### config.mk
export PLATFORM = sky130hd
export DESIGN_NAME = serial_subtractor
export DESIGN_NICKNAME = d
export VERILOG_FILES = /design/src/rtl/serial_subtractor.sv
export SDC_FILE = /design/constraint.sdc
export NUM_CORES = 1
export LEC_CHECK = 0
export BUFFER_PORTS_ARGS = -buffer_cell sky130_fd_sc_hd__buf_2
export CORE_AREA = 10 10 73 57
export CTS_CLUSTER_SIZE = 25
export DETAILED_ROUTE_END_ITERATION = 8
export DIE_AREA = 0 0 83 67
export GPL_ROUTABILITY_DRIVEN = 1
export GPL_TIMING_DRIVEN = 0
export HOLD_SLACK_MARGIN = 0.08
export SYNTH_ARGS = -nofsm -noshare
export SYNTH_HDL_FRONTEND = slang
export SYNTH_SLANG_ARGS = --single-unit
### constraint.sdc
create_clock -name clk -period 1.4 [get_ports clk]
set_clock_uncertainty 0.15 [all_clocks]
set_input_delay 0.42 -clock clk [delete_from_list [all_inputs] [get_ports clk]]
set_output_delay 0.42 -clock clk [all_outputs]
set_load 0.01 [all_outputs]
### src/rtl/serial_subtractor.sv
// Bit-serial subtractor: computes a - b - b_in one bit per clock, LSB first,
// through a single full-subtractor cell with a start/done handshake.
module serial_subtractor #(
  parameter int unsigned WIDTH = 4
) (
  input  logic             clk,
  input  logic             rst,
  input  logic             start,
  input  logic [WIDTH-1:0] a,
  input  logic [WIDTH-1:0] b,
  input  logic             b_in,
  output logic             busy,
  output logic             done,
  output logic [WIDTH-1:0] d,
  output logic             b_out
);

  localparam int unsigned CW = (WIDTH > 1) ? $clog2(WIDTH) : 1;

  typedef enum logic [1:0] {
    IDLE = 2'd0,
    RUN  = 2'd1,
    DONE = 2'd2
  } state_t;

  state_t           state;
  state_t           state_next;
  logic [WIDTH-1:0] a_sh;
  logic [WIDTH-1:0] b_sh;
  logic [WIDTH-1:0] res;
  logic             br;
  logic [CW-1:0]    cnt;

  logic             load;
  logic             step;
  logic             last;
  logic             diff_bit;
  logic             br_next;

  // Next-state logic and the full-subtractor cell.
  always_comb begin
    state_next = state;
    load       = 1'b0;
    step       = 1'b0;
    last       = (cnt == CW'(WIDTH - 1));
    diff_bit   = a_sh[0] ^ b_sh[0] ^ br;
    br_next    = (~a_sh[0] & b_sh[0]) | (~a_sh[0] & br) | (b_sh[0] & br);
    case (state)
      IDLE: begin
        if (start) begin
          load       = 1'b1;
          state_next = RUN;
        end
      end
      RUN: begin
        step = 1'b1;
        if (last) begin
          state_next = DONE;
        end
      end
      DONE: begin
        if (start) begin
          load       = 1'b1;
          state_next = RUN;
        end else begin
          state_next = IDLE;
        end
      end
      default: state_next = IDLE;
    endcase
  end

  // State register; busy/done are registered decodes of the next state.
  always_ff @(posedge clk or posedge rst) begin
    if (rst) begin
      state <= IDLE;
      busy  <= 1'b0;
      done  <= 1'b0;
    end else begin
      state <= state_next;
      busy  <= (state_next == RUN);
      done  <= (state_next == DONE);
    end
  end

  // Operand shifters, borrow, bit counter and result capture.
  always_ff @(posedge clk or posedge rst) begin
    if (rst) begin
      a_sh  <= '0;
      b_sh  <= '0;
      res   <= '0;
      br    <= 1'b0;
      cnt   <= '0;
      d     <= '0;
      b_out <= 1'b0;
    end else if (load) begin
      a_sh <= a;
      b_sh <= b;
      br   <= b_in;
      cnt  <= '0;
    end else if (step) begin
      a_sh <= a_sh >> 1;
      b_sh <= b_sh >> 1;
      res  <= {diff_bit, res[WIDTH-1:1]};
      br   <= br_next;
      if (last) begin
        // Final bit goes straight into d so the result is complete on entry to DONE.
        d     <= {diff_bit, res[WIDTH-1:1]};
        b_out <= br_next;
      end else begin
        cnt <= cnt + CW'(1);
      end
    end
  end

endmodule

# Word-level counts from Yosys, hierarchy flattened
# Cells that the tools add are included.
word_totals:
  output_inout_bits: 7
  input_bits: 12
  register_bits: 24
  wordCells: 48
op_classes:
  n_eq_ne: 6
  add_sub_neg: 1
  bitwise: 9
  muxes: 16
  reduce_logical: 6
op_table:
  columns: ["op", "count"]
  rows:
  - ["4-bit two-way mux", 4]
  - ["2-bit two-way mux", 5]
  - ["2-bit == test (second input constant)", 3]
  - ["1-bit two-way mux", 6]
  - ["2-bit one-hot mux with 3 select lines", 1]
  - ["2-bit by 1-bit == test with 1-bit output (second input constant)", 2]
  - ["2-bit AND reduction", 2]
  - ["1-bit AND", 3]
  - ["3-bit AND reduction", 1]
  - ["2-bit by 1-bit adder with 2-bit output (second input constant)", 1]
  - ["2-bit logical NOT", 1]
  - ["2-bit != test (second input constant)", 1]
  - ["1-bit inverter", 2]
  - ["1-bit OR", 2]
  - ["2-bit nonzero test", 1]
  - ["2-bit OR reduction", 1]
  - ["1-bit bitwise XOR", 2]

# Logic depth before layout (Yosys ltp)
depth:
  ltp_word: 6
  depth_mapped: 4
  depth_no_buf: 4

# Least setup slack after synthesis
# Ideal clock, no wire load.
synth_timing:
  kind: "register to register"
  from: "reg cnt[0]"
  to: "reg cnt[0]"
  path_stages_with_launch: 5
  path_slack_ps: -44
  arrival_ps: 1175
  t_required_ps: 1130
  setup_ps: 120
  path_buffers: 0
  synth_period_minus_slack_ps: 1444
  path_cell_list: "dfrtp_1 > ha_1 > or3b_4 > nand3_2 > o21ai_2"
synth_between:
  elab_chain_len: 4
  word_cells_on_any_way: 7
  classes_between: "add/sub (1); eq/ne (2); mux (3); reduce/logical (1)"
synth_lines:
  columns: ["element", "line_no", "source"]
  rows:
  - ["start, declared", "32", "logic [CW-1:0] cnt;"]
  - ["start signal, assigned", "111", "cnt <= cnt + CW'(1);"]
  - ["2-bit by 1-bit adder with 2-bit output", "111", null]
  - ["2-bit two-way mux", "106", "if (last) begin"]
  - ["2-bit two-way mux", "101", "end else if (step) begin"]
  - ["2-bit two-way mux", "96", "end else if (load) begin"]
# Parallel ways exist; a longest one is shown, timed or not. The select of a mux whose other input is x is not followed.
# A chain may end at the register's enable or synchronous reset.

# Worst setup path after layout
layout_timing:
  from: "reg cnt[1]"
  to: "reg cnt[0]"
layout_between:
  elab_chain_len: 3
layout_lines:
  columns: ["element", "line_no", "source"]
  rows:
  - ["2-bit == test", "45", "last = (cnt == CW'(WIDTH - 1));"]
  - ["2-bit != test (no line)", null, null]
  - ["2-bit AND reduction (no line)", null, null]
# No other way between the ends.

==> impl_summary.md <==
Status
The flow ran to the end, and the final reports show no timing, DRC or antenna violations.

Setup path
The launching element type of the critical path is a flop. The largest stage delay on the critical path is 420 ps. The critical path is of the reg2reg type.

STA puts the critical path data required time at 1410 ps. The signal on the critical path passes through ha_4 -> or3b_4 -> nand3_2 -> o21ai_2. Among all stages on the critical path, the largest delay is contributed by dfrtp_1. The worst setup path is captured at a flop. The highest fanout seen on the critical path is 4. The critical path arrival is 1410 ps. The buffering stage count on the worst path with inverters included is 0. The family with the most delay on the worst path is simple AND/OR/NAND/NOR gates.

GRT
Global routing finished with a remaining overflow of 0. The number of global-route vias before repair is 684. The initial antenna violation count was 0. The overall routing resource usage is 7.03%. The first global-routing pass estimated 3220 um of wire. Entering global routing, the biggest net connects 24 pins.

Timing
The worst path in the final design needs a cycle of 1400 ps, including I/O delays and setup. Summed over all failing endpoints, the final setup total negative slack is 0 ps. The final-report setup violation count is 0. The number of max-slew violations in the final report is 0. At the pin with the least slew margin, the transition time is 859 ps.

The final number of hold-violating endpoints is 0. Based on the critical path, the design can be clocked at up to 715 MHz. Setup repair after global routing could not meet its margin everywhere. The final period utilization is 99.8%. The worst pin sits at a relative slew slack of 42.6%.

Pwr
The switching part of the total power is 35.1%. The clock share of power is 15.0%. Cell internal power was estimated by the tool at 1790 uW. The part of the power in combinational logic is 42.8%. The switching power is 971 uW. The standby leakage power is 0.000610 uW. The worst supply voltage drop on vdd is 0.000941 V. In this run, flip-flops and latches consume 42.2% of the power. For this design the ratio of total power to cell area is 2290 nW/um^2.

Floorplanning
The horizontal extent of the die is 83 um. The count of standard-cell rows is 16. The area inside the core boundary is 2720 sq um. The die covers 5560 sq um. For this configuration, the core starts out at a cell density of 36.0%. The height of the chip is 67 um. The total I/O pin count is 19.

Final layout
The fraction of final layout cells with drive strength greater than 1 is 38.3%. At the end of the flow, the number of nets in the layout was 122. In the layout the commonest cells are dfrtp_1, buf_2, inv_1, a21oi_1. The finished cells cover 1210 sq um.

The number of antenna diodes in the final layout is 0. The post-route core utilization is 44.3%. Registers take 577 sq um.

The number of fillers in the final layout is 272. The area overhead of the layout relative to synthesis is 23.2%. The area of the multi-input gates is 364 sq um. The finished layout holds 143 standard cells, fillers aside. Leaving out fill and tap cells, the most frequent cell in the layout is dfrtp_1.

Hold path
The path class of the tightest hold or removal check is in2async.

Detailed routing
The aggregate routed wire length is 1910 um. The number of antenna-violating nets in the routed design is 0. The routed length per instance is 13.3 um. The ratio of routed vias to standard cells is 4.58. The violation count after the first detailed-route iteration is 21. The number of vias in the routed layout is 655.

The length of the first detailed-routing pass in iterations is 4. The total DRC errors in the routed layout is 0.

Synthesis
The proportion of synthesized chip area in sequential cells is 58.7%. The synthesized area is 980 sq um. The synthesis-stage register bit count is 23. The yosys synthesis warning count is 0.

The number of cells produced by synthesis is 83. The synthesized design devotes to its leading area cell type 58.7% of total area. Yosys mapped the design onto 24 distinct sky130hd cell types.

Synthesis produced a netlist with a net count of 97. The cell type with the highest aggregate area in the netlist is dfrtp_1. The synthesized area divided by synthesized cell count is 11.8 sq um. By area the synthesized netlist is led by dfrtp_1, mux2_2, inv_1, o22ai_1, a21oi_1.

Placed design
Routability-driven placement finished with a final weighted congestion of 0.722. Counting tap cells, the placed design contains a total of 137 instances. Detailed placement finished with a half-perimeter wire length of 1340 um. After detailed placement, the total cell area comes to 1120 sq um.

The quantity of I/O buffers inserted on ports is 18.

Clock network
The number of buffers created by CTS is 3. The source-to-sink clock delay at the later pin of the worst-skew pair is 260 ps. In this run the number of H-tree levels came out at 1. CTS saw 23 sinks. TritonCTS built the clock tree. In this run the deepest clock path goes through 2 buffers. Clock-pin slew was measured on the worst setup and hold paths at 80 ps. The tree is rooted in a clkbuf_8.

Flow run
The number of max-cap violations is 0.
## sequential cells by signal, indices dropped and copies added, names as in the netlist
| register | flops |
|---|---|
| cnt | 2 |
| d | 4 |
| br | 1 |
| done | 1 |
| a_sh | 4 |
| state | 2 |
| b_sh | 4 |
| busy | 1 |
| b_out | 1 |
| res | 3 |
## cell usage after synthesis
master	instances
dfrtp_1	23
inv_1	10
a21oi_1	7
mux2_2	6
nand2_1	6
o22ai_1	6
o21ai_0	3
buf_4	2
mux2i_1	2
nand2b_1	2
nand3_1	2
nor2_1	2
a211oi_1	1
a21o_2	1
a22o_1	1
buf_6	1
fa_1	1
ha_1	1
nand3_2	1
nand3b_2	1
nor2b_1	1
o211ai_1	1
o21ai_2	1
or3b_4	1
## power groups by stage
stage | sequential, uW | combinational (uW) | clock, uW
after floorplan | 1180 | 788 | 0
after global placement | 1160 | 1070 | 0
after detailed placement | 1170 | 1090 | 0
after CTS | 1150 | 1140 | 429
after global routing | 1220 | 1330 | 466
final | 1170 | 1180 | 415
## path summary, 6_finish.rpt
path	startpoint	slack, ps	end	cells after the start
min in group clk	b[3]	220	b_sh[3]$_DFFE_PP0P_	2
max	cnt[1]$_DFFE_PP0P_	2	cnt[0]$_DFFE_PP0P_	4
max in group asynchronous	rst	350	state[1]$_DFF_PP0_	2
min reg2reg	b_sh[3]$_DFFE_PP0P_	360	b_sh[3]$_DFFE_PP0P_	1
max reg2reg	cnt[1]$_DFFE_PP0P_	2	cnt[0]$_DFFE_PP0P_	4
min	rst	170	d[0]$_DFFE_PP0P_	2
## cell type report
type                    count  share of cell area (%)
plain buffers               3                    2.18
clock buffers               3                    3.42
clock inverters             1                   0.415
inverters                  10                    3.11
multi-input cells          47                    30.2
flip-flops and latches     23                    47.8
well taps                  36                    3.73
repair buffers             20                    9.22
## kinds of logic (layout without fill, tap and decap cells)
group           count (synthesis)  after routing  synth area share, %
fa+ha+maj                       2              2                 3.32
mux                             8              8                 8.94
flops                          23             23                 58.7
compound gates                 21             21                 13.2
simple gates                   16             16                 9.32
buf+inv                        13             37                 6.51
## repair_timing
action	CTS	global route
endpoints found under the hold margin	0	0
resized for setup	1	4
hold buffers	0	0
setup buffers	2	0
setup endpoints to repair	7	10
pin swaps	1	0
## layer usage
| layer | GRT usage [%] | share of wire [%] |
|---|---|---|
| met1 | 8.61 | 48 |
| met2 | 10.2 | 45 |
| met3 | 4.13 | 6.4 |
| met4 | 1.91 | 0.73 |
| met5 | 0 | 0 |
## stage by stage
| stage | total power, uW | hold slack, ps | setup slack (ps) |
|---|---|---|---|
| detailed placement | 2260 | 328 | -39.0 |
| floorplan | 1970 | 272 | 4.17 |
| CTS | 2720 | 203 | 4.00 |
| finish | 2760 | 168 | 2.34 |
| global placement | 2230 | 319 | -30.8 |
| global route | 3010 | 219 | -37.8 |
Power figures use the tool's default switching activity.
